$ cat src/rtl/multi_data_queue.sv
// rtl/multi_data_queue.sv - in-order variable-latency request queue
// Each entry counts down its own delay; only the head may complete, so results leave in acceptance order.
module multi_data_queue #(
   parameter int WIDTH      = 32,
   parameter int DELAY_BITS = 2,
   parameter int DEPTH      = 4,
   localparam int CW        = $clog2(DEPTH + 1)
) (
   input  logic             clock,
   input  logic             reset_n,
   input  logic             start,
   input  logic [WIDTH-1:0] in,
   output logic             ready,
   output logic             done,
   output logic [WIDTH-1:0] out,
   output logic [CW-1:0]    count,
   output logic             overflow
);

   localparam int AW = $clog2(DEPTH);

   logic                  r_valid [DEPTH];
   logic [WIDTH-1:0]      r_data  [DEPTH];
   logic [DELAY_BITS-1:0] r_cnt   [DEPTH];
   logic [AW-1:0]         r_wp;
   logic [AW-1:0]         r_rp;
   logic [CW-1:0]         r_count;
   logic                  r_overflow;
   logic                  w_accept;

   // ready looks only at the registered count, never at this cycle's done
   assign ready    = reset_n && (r_count < CW'(DEPTH));
   assign done     = reset_n && r_valid[r_rp] && (r_cnt[r_rp] == '0);
   assign out      = done ? r_data[r_rp] : '0;
   assign count    = r_count;
   assign overflow = r_overflow;
   assign w_accept = start && ready;

   always_ff @(posedge clock) begin
      if (!reset_n) begin
         for (int i = 0; i < DEPTH; i++) begin
            r_valid[i] <= 1'b0;
         end
         r_wp       <= '0;
         r_rp       <= '0;
         r_count    <= '0;
         r_overflow <= 1'b0;
      end else begin
         for (int i = 0; i < DEPTH; i++) begin
            if (w_accept && (r_wp == AW'(i))) begin
               r_valid[i] <= 1'b1;
               r_data[i]  <= in;
               r_cnt[i]   <= in[DELAY_BITS-1:0];
            end else begin
               if (done && (r_rp == AW'(i))) begin
                  r_valid[i] <= 1'b0;
               end
               if (r_valid[i] && (r_cnt[i] != '0)) begin
                  r_cnt[i] <= r_cnt[i] - DELAY_BITS'(1);
               end
            end
         end
         if (w_accept) begin
            r_wp <= r_wp + AW'(1);
         end
         if (done) begin
            r_rp <= r_rp + AW'(1);
         end
         case ({w_accept, done})
            2'b10:   r_count <= r_count + CW'(1);
            2'b01:   r_count <= r_count - CW'(1);
            default: r_count <= r_count;
         endcase
         if (start && !ready) begin
            r_overflow <= 1'b1;
         end
      end
   end

endmodule

$ cat config.mk
export PLATFORM = sky130hd
export DESIGN_NAME = multi_data_queue
export DESIGN_NICKNAME = d
export VERILOG_FILES = /design/src/rtl/multi_data_queue.sv
export SDC_FILE = /design/constraint.sdc
export NUM_CORES = 1
export LEC_CHECK = 0
export CAP_MARGIN = 5
export CORE_MARGIN = 8
export CORE_UTILIZATION = 55
export CTS_BUF_LIST = sky130_fd_sc_hd__clkbuf_16
export CTS_CLUSTER_DIAMETER = 200
export DETAILED_ROUTE_END_ITERATION = 10
export PLACE_DENSITY = 0.76
export SLEW_MARGIN = 0
export SYNTH_ARGS = -nofsm -noshare
export SYNTH_HDL_FRONTEND = slang
export SYNTH_SLANG_ARGS = --single-unit
export TNS_END_PERCENT = 30
$ cat constraint.sdc
create_clock -name clock -period 3.45 [get_ports clock]
set_input_delay 0.69 -clock clock [delete_from_list [all_inputs] [get_ports clock]]
set_output_delay 0.69 -clock clock [all_outputs]
set_load 0.02 [all_outputs]
==> summary.txt <==
Finish
  – Layout cell share with drive strength beyond 1: 0.211
  – Filler cells: 686
  – Antenna diodes: 0
  – Layout Nets: 467
  – Layout area overhead: 27.0%

Synthesis
  – Syn_nets: 376
  – Most frequent cell after synthesis: edfxtp_1
  – Synth area leaders: edfxtp_1, mux4_2, dfxtp_1
  – Compound-gate portion of the synthesized area: 0.0230
  – Number of synthesized flops with an enable pin: 137
  – Post-Synth Simple-Gate Area: 0.0649
  – Seq/Total Area, Yosys: 0.718
  – Top cell type's share of synthesized area: 0.675
  – Mux cell area share after synthesis: 0.135
  – Main combinational cell family by area after synthesis: multiplexers
  – Synth Warn #: 0
  – Synth Flop Type: edfxtp_1
  – Syn Inst Count: 327
  – Synth async-reset ratio: 0
  – Syn avg cell area: 18.6 um2
  – Commonest cells post-synth: edfxtp_1, and2_1, mux4_2
  – Synth area leader: edfxtp_1
  – Post-Synth Adder-Cell Area: 0.0300
  – Netlist Area Pre-Place: 6090 um2
  – Yosys cell types: 34
  – Synthesis-stage register bit count: 150
  – Synth Area in XOR/XNOR: 0.00431

Critical path
  – FF-to-FF path depth: 10
  – Crit end category: output port
  – Slowest CP cell: clkdlybuf4s50_1
  – Delay-heaviest family, CP: simple AND/OR/NAND/NOR gates
  – Critical Path RT: 2.76 ns
  – Startpoint Class: flop
  – CP bufs+invs: 2
  – CP max FO: 7
  – CP Class: reg -> out
  – Worst EP arrival: 2.69 ns
  – CP Depth: 6
  – Crit-path max cell delay: 0.60 ns
  – Worst-path cell chain: or4b_4 -> o311ai_4 -> and3_4 -> buf_12 -> and2_1 -> clkdlybuf4s50_1
  – Crit path launch: r_cnt[1][0]$_DFFE_PP_

Clock network
  – CTS tree: done
  – Max H-tree Level: 4
  – CTS root buf: clkbuf_16
  – CTS buffer count: 17
  – Longest Clk Path Bufs: 2
  – Hold Buf Count CTS: 0
  – Clock Sink Count: 150
  – Clk_lat worst skew: 0.41 ns
  – CTS clk-pin slew, worst paths: 0.06 ns

Floorplan
  – Core area: 10800 um2
  – Initial Utilization: 0.562
  – I/O Pins: 73
  – Chip Height: 121 um
  – Width of the die: 121 um
  – Site Rows: 38
  – DIE AREA: 14700 um2

Pwr
  – Total power: 4.99 mW
  – Net Sw Power: 1.33 mW
  – Peak supply drop: 373 uV
  – Power Density: 645 nW/um2
  – Clock Power Share: 0.349
  – Comb pwr share: 0.222
  – Sw Ratio: 0.266
  – Static leakage: 2.91 nW
  – Pint: 3.67 mW
  – Flop pwr share: 0.429

STA
  – Worst-margin pin slew: 0.525 ns
  – Setup_tns: 0 ns
  – FMAX: 296 MHz
  – Fin crit share: 0.979
  – Max-slew headroom: 0.650
  – Tmin final: 3.38 ns
  – Final worst slack: 0.0739 ns
  – Final hold vios: 0
  – Clock skew: 0.00779 ns
  – Unrepaired setup endpoints after global routing: false
  – Final setup viols: 0
  – Final Max Tran Viols: 0

Placed design
  – Routability congestion estimate from global placement: 0.776
  – HPWL Detailed: 7.19 mm
  – IO Port Bufs: 72
  – Post-place setup slack: 0.308 ns

Min path
  – Worst hold path class: reg -> reg
  – HP Start: overflow$_SDFFE_PN0P_
  – Hold Path Depth: 2

Routing
  – Detailed Route WL: 11.9 mm
  – DR WL/cell: 20.9 um
  – Drt via density: 5.56
  – Final ANT Viol Nets: 0
  – # DRC: 0
  – DR iter-0 viols: 181
  – Drt first pass iters: 4
  – Vias: 3173

Global routing
  – Largest net degree at the start of global routing: 20
  – First-pass GRT wire length: 18.9 mm
  – Initial antenna violation count: 0
  – Gr usage total: 0.173
  – Grt total ovfl: 0
  – Vias in the first global route: 3463

Outcome
  – Status: finished clean

Job
  – Max Cap Viol: 0
-- final timing paths --
check	end	slack, ns
worst max-delay path	out[19]	0.07
worst min-delay path	overflow$_SDFFE_PN0P_	0.48
worst max register to register	count[2]$_SDFFE_PN0P_	0.70
worst min register to register	overflow$_SDFFE_PN0P_	0.48
-- area by class of cell --
class | instances | area (um2) | area share
inverters | 15 | 56.3 | 0.00728
clock buffers | 17 | 425 | 0.0550
flip-flops and latches | 150 | 4380 | 0.566
multi-input cells | 147 | 1600 | 0.207
repair buffers | 87 | 956 | 0.124
well taps | 140 | 175 | 0.0226
clock inverters | 15 | 144 | 0.0186
-- cell usage in the layout, fill, tap and decap left out, types with 2 or more instances in the layout --
master	count
nand2b_1	3
mux4_2	32
buf_4	9
clkinv_4	4
and2_1	33
edfxtp_1	137
a311oi_1	3
clkdlybuf4s50_1	53
inv_6	6
xnor2_1	2
nand2_1	8
a21oi_1	9
a211oi_1	3
a21o_1	2
clkbuf_16	17
and3_2	4
dfxtp_2	2
inv_1	14
o21ai_0	3
dlymetal6s2s_1	19
buf_12	6
nor2_1	7
clkinv_1	2
dfxtp_1	11
mux2i_1	10
and3_4	2
ha_1	13
clkinvlp_4	3
-- metal layers --
| metal | GRT usage | vias to the layer above | share of wire |
|---|---|---|---|
| met1 | 0.212 | 1602 | 0.41 |
| met4 | 0.0547 | 0 | 0.0067 |
| li1 | - | 1462 | - |
| met3 | 0.0591 | 9 | 0.062 |
| met2 | 0.285 | 100 | 0.52 |
| met5 | 0 | - | 0 |
-- logic make-up after synthesis --
group	Yosys count
flip-flops	150
AND/OR/NAND/NOR	66
multiplexers	42
buffers and inverters	31
AO/OA/AOI/OAI	21
adder cells (fa/ha/maj)	14
XOR/XNOR	3
-- per-stage QoR --
step           area, um2  std cells  hold slack (ns)  utilization
2_1_floorplan       6090        327            0.483            -
3_3_place_gp        7040        535            0.456        0.649
3_5_place_dp        7040        535            0.472        0.649
4_1_cts             7670        570            0.492        0.708
5_1_grt             7740        571            0.527        0.714
6_report            7740        571            0.476        0.714
-- power groups by stage --
stage	combinational, mW	sequential (mW)	clock, mW
after floorplan	0.714	2.17	0
after global placement	1.04	2.17	0
after detailed placement	1.05	2.18	0
after CTS	1.13	2.14	1.77
after global routing	1.20	2.15	1.84
final	1.11	2.14	1.74
-- worst min-delay path: cells and delay by family (launching register included) --
kind | cells | cell delay [ns]
compound gates | 1 | 0.04
flops | 1 | 0.33
simple gates | 1 | 0.07
-- registers in the layout, indices dropped and copies added (netlist names), named ones only --
name,count
r_rp,2
r_valid,4
r_cnt,8
overflow,1
r_data,128
r_wp,2
count,3
-- repair_timing --
item / in CTS / in global routing
gates resized for setup: 3 / 20
gates cloned: 1 / 0
setup endpoints to repair: 32 / 32
pin swaps: 1 / 1
setup buffers: 2 / 1
Power figures use the tool's default switching activity.
